### src/rtl/jt51_i2s_tx.sv
// I2S transmitter for the jt51 stereo accumulator output, double-buffered with sticky overrun/underrun flags.
// Define JT51_I2S_LJ_EN to emit left-justified frames instead of standard I2S.
module jt51_i2s_tx #(
    parameter int WIDTH = 16,
    parameter int SLOT  = 32,
    parameter int DIV   = 2
) (
    input  logic             clk,
    input  logic             rst_n,
    input  logic             enable,
    input  logic             sample_stb,
    input  logic [WIDTH-1:0] left_in,
    input  logic [WIDTH-1:0] right_in,
    input  logic             clr_flags,
    output logic             bclk,
    output logic             lrclk,
    output logic             sdata,
    output logic             frame_start,
    output logic             overrun,
    output logic             underrun
);
    localparam int BW = $clog2(2 * SLOT);
    localparam int DW = (DIV > 1) ? $clog2(DIV) : 1;
    localparam logic [BW-1:0] SLOT_W   = BW'(SLOT);
    localparam logic [BW-1:0] LAST_W   = BW'(2 * SLOT - 1);
    localparam logic [BW-1:0] ONE_B    = BW'(1);
    localparam logic [DW-1:0] DIV_LAST = DW'(DIV - 1);
    localparam logic [DW-1:0] ONE_D    = DW'(1);

    typedef enum logic [1:0] {
        ST_IDLE = 2'd0,
        ST_RUN  = 2'd1,
        ST_STOP = 2'd2
    } state_t;

    // Serial bit for slot position pos; bits shifted past the top come out as pad zeros.
    function automatic logic data_bit(input logic [WIDTH-1:0] word, input logic [BW-1:0] pos);
`ifdef JT51_I2S_LJ_EN
        logic [WIDTH-1:0] sh;
        sh = word << pos;
        return sh[WIDTH-1];
`else
        logic [WIDTH:0] sh;
        sh = {1'b0, word} << pos;
        return sh[WIDTH];
`endif
    endfunction

    state_t           state_r;
    logic [DW-1:0]    div_cnt_r;
    logic [BW-1:0]    bit_cnt_r;
    logic [WIDTH-1:0] hold_left_r;
    logic [WIDTH-1:0] hold_right_r;
    logic [WIDTH-1:0] shift_left_r;
    logic [WIDTH-1:0] shift_right_r;
    logic             fresh_r;

    logic             tick_s;
    logic             fall_s;
    logic             last_s;
    logic             wrap_s;
    logic             entry_s;
    logic             load_s;
    logic [BW-1:0]    bit_nxt_s;
    logic             lr_nxt_s;
    logic [BW-1:0]    pos_s;
    logic [WIDTH-1:0] word_s;

    // Divider tick, bclk fall detection and the next serial bit selection.
    always_comb begin
        tick_s  = (div_cnt_r == DIV_LAST);
        fall_s  = (state_r == ST_RUN) && tick_s && bclk;
        last_s  = (bit_cnt_r == LAST_W);
        wrap_s  = fall_s && last_s;
        entry_s = (state_r == ST_IDLE) && enable && fresh_r;
        load_s  = entry_s || (wrap_s && enable);
        if ((state_r == ST_RUN) && !last_s) begin
            bit_nxt_s = bit_cnt_r + ONE_B;
        end else begin
            bit_nxt_s = {BW{1'b0}};
        end
        if (bit_nxt_s >= SLOT_W) begin
            lr_nxt_s = 1'b1;
            pos_s    = bit_nxt_s - SLOT_W;
        end else begin
            lr_nxt_s = 1'b0;
            pos_s    = bit_nxt_s;
        end
        // A loading fall must already emit from the new frame (matters for left-justified MSB at position 0).
        if (load_s) begin
            word_s = lr_nxt_s ? hold_right_r : hold_left_r;
        end else begin
            word_s = lr_nxt_s ? shift_right_r : shift_left_r;
        end
    end

    // Frame sequencer: divider, bit counter, serial outputs and frame loading.
    always_ff @(posedge clk or negedge rst_n) begin
        if (!rst_n) begin
            state_r       <= ST_IDLE;
            div_cnt_r     <= {DW{1'b0}};
            bit_cnt_r     <= {BW{1'b0}};
            shift_left_r  <= {WIDTH{1'b0}};
            shift_right_r <= {WIDTH{1'b0}};
            bclk          <= 1'b0;
            lrclk         <= 1'b0;
            sdata         <= 1'b0;
            frame_start   <= 1'b0;
        end else begin
            frame_start <= 1'b0;
            case (state_r)
                ST_IDLE: begin
                    div_cnt_r <= {DW{1'b0}};
                    bit_cnt_r <= {BW{1'b0}};
                    bclk      <= 1'b0;
                    lrclk     <= 1'b0;
                    sdata     <= 1'b0;
                    if (entry_s) begin
                        state_r       <= ST_RUN;
                        shift_left_r  <= hold_left_r;
                        shift_right_r <= hold_right_r;
                        frame_start   <= 1'b1;
                        sdata         <= data_bit(word_s, pos_s);
                    end
                end
                ST_RUN: begin
                    if (tick_s) begin
                        div_cnt_r <= {DW{1'b0}};
                        bclk      <= ~bclk;
                    end else begin
                        div_cnt_r <= div_cnt_r + ONE_D;
                    end
                    if (wrap_s && !enable) begin
                        state_r   <= ST_STOP;
                        div_cnt_r <= {DW{1'b0}};
                        bit_cnt_r <= {BW{1'b0}};
                        bclk      <= 1'b0;
                        lrclk     <= 1'b0;
                        sdata     <= 1'b0;
                    end else if (fall_s) begin
                        bit_cnt_r <= bit_nxt_s;
                        lrclk     <= lr_nxt_s;
                        sdata     <= data_bit(word_s, pos_s);
                        if (load_s) begin
                            shift_left_r  <= hold_left_r;
                            shift_right_r <= hold_right_r;
                            frame_start   <= 1'b1;
                        end
                    end
                end
                ST_STOP: begin
                    state_r   <= ST_IDLE;
                    div_cnt_r <= {DW{1'b0}};
                    bit_cnt_r <= {BW{1'b0}};
                    bclk      <= 1'b0;
                    lrclk     <= 1'b0;
                    sdata     <= 1'b0;
                end
                default: begin
                    state_r   <= ST_IDLE;
                    div_cnt_r <= {DW{1'b0}};
                    bit_cnt_r <= {BW{1'b0}};
                    bclk      <= 1'b0;
                    lrclk     <= 1'b0;
                    sdata     <= 1'b0;
                end
            endcase
        end
    end

    // Holding stage; a strobe coincident with a load stays pending for the following frame.
    always_ff @(posedge clk or negedge rst_n) begin
        if (!rst_n) begin
            hold_left_r  <= {WIDTH{1'b0}};
            hold_right_r <= {WIDTH{1'b0}};
            fresh_r      <= 1'b0;
        end else begin
            if (sample_stb) begin
                hold_left_r  <= left_in;
                hold_right_r <= right_in;
            end
            if (load_s) begin
                fresh_r <= sample_stb;
            end else if (sample_stb) begin
                fresh_r <= 1'b1;
            end
        end
    end

    // Sticky status flags; a set event overrides a simultaneous clear.
    always_ff @(posedge clk or negedge rst_n) begin
        if (!rst_n) begin
            overrun  <= 1'b0;
            underrun <= 1'b0;
        end else begin
            if (sample_stb && fresh_r && !load_s) begin
                overrun <= 1'b1;
            end else if (clr_flags) begin
                overrun <= 1'b0;
            end
            if (load_s && !fresh_r) begin
                underrun <= 1'b1;
            end else if (clr_flags) begin
                underrun <= 1'b0;
            end
        end
    end

endmodule

### config.mk
export PLATFORM = sky130hd
export DESIGN_NAME = jt51_i2s_tx
export DESIGN_NICKNAME = d
export VERILOG_FILES = /design/src/rtl/jt51_i2s_tx.sv
export SDC_FILE = /design/constraint.sdc
export NUM_CORES = 1
export LEC_CHECK = 0
export ABC_AREA = 1
export ABC_CLOCK_PERIOD_IN_PS = 4900
export BUFFER_PORTS_ARGS = -buffer_cell sky130_fd_sc_hd__buf_2
export CELL_PAD_IN_SITES_DETAIL_PLACEMENT = 1
export CELL_PAD_IN_SITES_GLOBAL_PLACEMENT = 1
export CORE_MARGIN = 2
export CORE_UTILIZATION = 47
export DETAILED_ROUTE_END_ITERATION = 16
export GPL_TIMING_DRIVEN = 0
export HOLD_SLACK_MARGIN = 0.08
export PLACE_DENSITY_LB_ADDON = 0.1
export SYNTH_ARGS = -nofsm -noshare
export SYNTH_HDL_FRONTEND = slang
export SYNTH_SLANG_ARGS = --single-unit
### constraint.sdc
create_clock -name clk -period 4.9 [get_ports clk]
set_input_delay 0.49 -clock clk [delete_from_list [all_inputs] [get_ports clk]]
set_output_delay 0.49 -clock clk [all_outputs]
set_load 0.05 [all_outputs]
; Yosys cells after proc, flatten, opt, wreduce, memory -nomap -nowiden
; Cells that the tools add are included.
[word_totals]
register_bits = 80
latch_bits = 0
mem_bits_rw = 0
rom_bits = 0
input_bits = 37
output_inout_bits = 6
word_cells = 97
n_memories = 0
[op_classes]
addsub = 3
mul = 0
n_div = 0
order_cmp = 1
n_eq_ne = 9
n_shift = 1
n_mux = 45
bitwise_logic = 1
reduce_logical = 23
[op_table]
columns = cell, count
row1 = $mux 16, 11
row2 = $pmux 16 s2, 2
row3 = $mux 6, 5
row4 = $mux 1, 22
row5 = $shl 16x6->17, 1
row6 = $logic_and 1x1->1, 11
row7 = $ne 2x2->1 const B, 4
row8 = $reduce_bool 2->1, 4
row9 = $add 6x1->6 const B, 1
row10 = $eq 6x6->1 const B, 1
row11 = $ge 6x6->1 const B, 1
row12 = $ne 3x2->1 const B, 2
row13 = $sub 6x6->6 const B, 1
row14 = $reduce_and 5->1, 1
row15 = $logic_not 1->1, 4
row16 = $mux 2, 2
row17 = $pmux 1 s2, 2
row18 = $pmux 2 s2, 1
row19 = $eq 2x1->1 const B, 1
row20 = $logic_not 2->1, 1
row21 = $ne 2x1->1 const B, 1
row22 = $reduce_and 2->1, 1
row23 = $add 1x1->1 const B, 1
row24 = $logic_or 1x1->1, 1
row25 = $not 1->1, 1

; Longest topological paths before layout
[logic_depth]
ltp_word = 12
ltp_mapped = 17
depth_no_buf = 17

; Worst setup path after synthesis
; No wires, ideal clock.
[synth_path]
path_type = flip-flop to flip-flop
start = register bit_cnt_r[0]
end = register sdata
setup_ns = 0.118
arrival_ns = 1.900
t_required_ns = 4.782
path_slack_ns = 2.882
path_stages_with_launch = 15
n_path_buf = 1
synth_period_minus_slack_ns = 2.018
path_cell_list = dfrtp_1 ha_1 nand3_2 nor2_4 nor2_2 nand3_4 buf_6 o211ai_1 nand3_1 nand2_1 nand3_1 nand2_1 nand2_1 nand2_1 nand2_1
[synth_between]
elab_chain_len = 12
word_cells_on_any_way = 22
cone_classes = add/sub: 2 / order compare: 1 / eq/ne: 2 / shift: 1 / mux: 10 / reduce/logical: 6
[synth_lines]
columns = element, line_no
row1 = "start, declared", 51  ; logic [BW-1:0] bit_cnt_r;
row2 = "start signal, assigned", 102  ; bit_cnt_r <= {BW{1'b0}};
row3 = "start signal, assigned", 114  ; bit_cnt_r <= {BW{1'b0}};
row4 = "start signal, assigned", 136  ; bit_cnt_r <= {BW{1'b0}};
row5 = branches (longest 12 deep; another with $add 6x1->6), -
row6 = "end signal, assigned", 123  ; sdata <= data_bit(word_s, pos_s);
row7 = "end signal, assigned", 143  ; sdata <= data_bit(word_s, pos_s);
row8 = "end, declared", 17  ; output logic sdata,
; Several ways; the timed one is not identified. The select of a mux whose other input is x is not followed.
; A chain may end at the register's enable or synchronous reset.

; Worst setup path in the final report
; Ends and elaborated chain as after synthesis.

==> results.cfg <==
[worst_hold_path]
hold_class = in -> reg

[synthesis]
syn_avg_cell_area_um2 = 8.96
syn-cell-area_mm2 = 0.00361
synth_fa_ha_area_frac = 0.00347
synth-compound-area-share = 0.103
synth_top_family_by_area = simple AND/OR/NAND/NOR gates
yosys.area_share.simple = 0.229
synth_ff_type = dfrtp_1
synth_area_leader_cell = dfrtp_1
synth_cells = 403
netlist.area_leader.share = 0.554
synth_xor_area_frac = 0.00243
yosysWarnings = 0
synthMuxAreaShare = 0.0374
synth_seq_cells = 80
async_flop_share = 1.00
syn-num-nets = 441
synth-seq-area-share = 0.554
synth_area_leaders = dfrtp_1, nand2_1, o21ai_0, nand3_1, inv_1
synth_edf_count = 0
yosysUniqueCellTypes = 32

[clock_tree]
clock_latency_ns = 0.35
clockBufferDepth = 2
post_cts_resize_count = 0
clk_pin_slew_ns = 0.08
cts_tree = yes
cts_sinks = 80
cts-root-buf = clkbuf_8
cts_htree_levels = 3
numCtsBuffers = 9

[status]
status = finished clean

[setup_path]
path_buf_inv = 0
cp_data_required_time_ns = 5.15
slowest_stage = dfrtp_1
critPathCaptureType = register
path_class = reg -> reg
crit_family = simple AND/OR/NAND/NOR gates
startpoint_type = register
cp_cell_sequence = ha_1 -> nand3_2 -> nor2_4 -> nor2_2 -> nand2_1 -> nor2_1 -> nand2_1 -> nand2_1 -> nor2_1 -> nand2_1 -> nand3_1 -> nand2_1 -> nand2_1 -> nand2_1 -> nand2_1
crit_arrival_ns = 2.80
path_common_cell = nand2_1
cp_max_fo = 8
critPathMaxStageDelay_ns = 0.43

[detailed_routing]
drc = 0
wl_per_cell_um = 15.4
firstDrtPassIters = 4
vias = 2889
wirelength_um = 8610
dr.first_iter.drc_count = 125
vias_per_cell = 5.16
ant_nets = 0

[finish]
nets = 495
drive_above_1_share = 0.200
n_antenna_cell = 0
finalNonFillerCells = 560
syn_to_final_growth_pct = 16.3
nFillCells = 873
final_area_mm2 = 0.00420

[timing]
timing.setup.tns_ns = 0
fin_crit_sh = 0.522
rsz0062_at_grt = no
setup_violations = 0
fmax_mhz = 391
final_hold_viol_count = 0
slew_violations = 0
fin_crit_ns = 2.56
tightestPinTransition_ns = 0.628
setup_slack_ns = 2.34
finClkSkew_ns = 0.00682
relSlewSlack = 0.581

[global_route]
overflow = 0
grt_pass1_vias = 3063
grt_pass1_wl_um = 14600
antenna_found_initial = 0
track_usage = 0.225
grt_max_degree = 52

[place]
post-place-cells = 544
io_buffer_count = 41
place.gp.congestion = 0.856
place_ws_ns = 2.37
placed_cell_area_mm2 = 0.00397
hpwl_um = 6290

[floorplanning]
rows = 31
core-area_mm2 = 0.00733
fp.dieW_um = 91.7
fp.dieArea_mm2 = 0.00840
die_h_um = 91.7
ios = 43
start_util = 0.493

[pwr]
switchingPower_mw = 0.759
seq_power_share = 0.442
combPwrFrac = 0.306
netSwitchingFraction = 0.353
clkPwrFrac = 0.252
ir_drop_uv = 212
p_leak_nw = 2.10
power.density_mw_per_mm2 = 512
p_int_mw = 1.39

[run]
max-cap-violations = 0
[cell type report]
type | instances | area, um2 | area share
Sequential cell | 80 | 2000 | 0.477
Multi-Input combinational cell | 265 | 1360 | 0.323
Timing Repair Buffer | 43 | 245 | 0.0584
Inverter | 42 | 158 | 0.0375
Clock buffer | 12 | 155 | 0.0369
Tap cell | 99 | 124 | 0.0295
Buffer | 16 | 96.3 | 0.0229
Clock inverter | 3 | 65.1 | 0.0155
[power groups by stage]
stage	registers (mW)	clock network, mW	logic, mW
2_1_floorplan	0.963	0	0.449
3_3_place_gp	0.952	0	0.625
3_5_place_dp	0.962	0	0.654
4_1_cts	0.951	0.552	0.667
5_1_grt	0.975	0.578	0.757
6_report	0.951	0.543	0.659
[cells in the final DEF (no fill, tap or decap), types with 2 or more instances in the layout]
cell	count
inv_2	2
buf_2	42
o21a_1	5
o21ai_0	47
nand3_1	35
bufinv_16	2
nand2_1	118
buf_1	3
nor2_2	2
a31oi_1	2
dfrtp_1	80
a21oi_1	5
inv_1	40
nand2_2	3
clkbuf_1	7
o211ai_1	2
nand3_4	2
nand4_1	5
clkbuf_8	11
nor2_1	14
nand3_2	3
buf_4	2
mux2_2	12
buf_6	4
[stage by stage]
stage	utilization	power, mW	hold WS (ns)
finish	0.573	2.15	0.340
CTS	0.573	2.17	0.329
detailed placement	0.542	1.62	0.448
global placement	0.537	1.58	0.439
floorplan	-	1.41	0.194
global route	0.573	2.31	0.345
[tightest hold or removal path, stage by stage]
cell and delay, ns:
buf_2 0.07, nand2_1 0.04, o21ai_0 0.05
[what timing repair did]
action / in CTS / in global routing
hold buffers: 1 / 0
endpoints found under the hold margin: 29 / 0
buffers inserted: 0 / 0
[flip-flops by register name, summed over array words and instances, names as in the netlist, 2 cells and up]
name and count:
shift_right_r 16, hold_right_r 16, shift_left_r 16, hold_left_r 16
state_r 2, bit_cnt_r 6
[cells in the mapped netlist, drive strengths merged (2+ instances only)]
master and instances:
a21oi 5, nor2 17, clkbuf 6, nand3 40
nand4 5, mux2 12, o211ai 2, buf 10
inv 42, dfrtp 80, a31oi 2, nand2 122
o21a 5, o21ai 49
[worst paths after layout]
| path | from | endpoint | slack, ns | cells past startpoint |
|---|---|---|---|---|
| min reg2reg | div_cnt_r | div_cnt_r | 0.46 | 1 |
| max | bit_cnt_r[0] | sdata | 2.34 | 15 |
| min | left_in[4] | hold_left_r[4] | 0.34 | 3 |
| max in group asynchronous | rst_n | shift_left_r[2] | 3.73 | 3 |
| min in group asynchronous | rst_n | bclk | 0.60 | 2 |
| max reg2reg | bit_cnt_r[0] | sdata | 2.34 | 15 |
[layer usage]
| layer | GRT usage | wire, um |
|---|---|---|
| met4 | 0.104 | 249 |
| met5 | 0 | 0 |
| met2 | 0.374 | 4210 |
| met3 | 0.0378 | 224 |
| met1 | 0.288 | 3930 |
[cell families after synthesis]
| group | count (synthesis) |
|---|---|
| and+or+nand+nor | 185 |
| DFF | 80 |
| AOI/OAI and AO/OA | 66 |
| buffers and inverters | 58 |
| muxes | 12 |
| xor gates and xnor gates | 1 |
| adders and majority gates | 1 |
(Power assumes the default switching activity.)
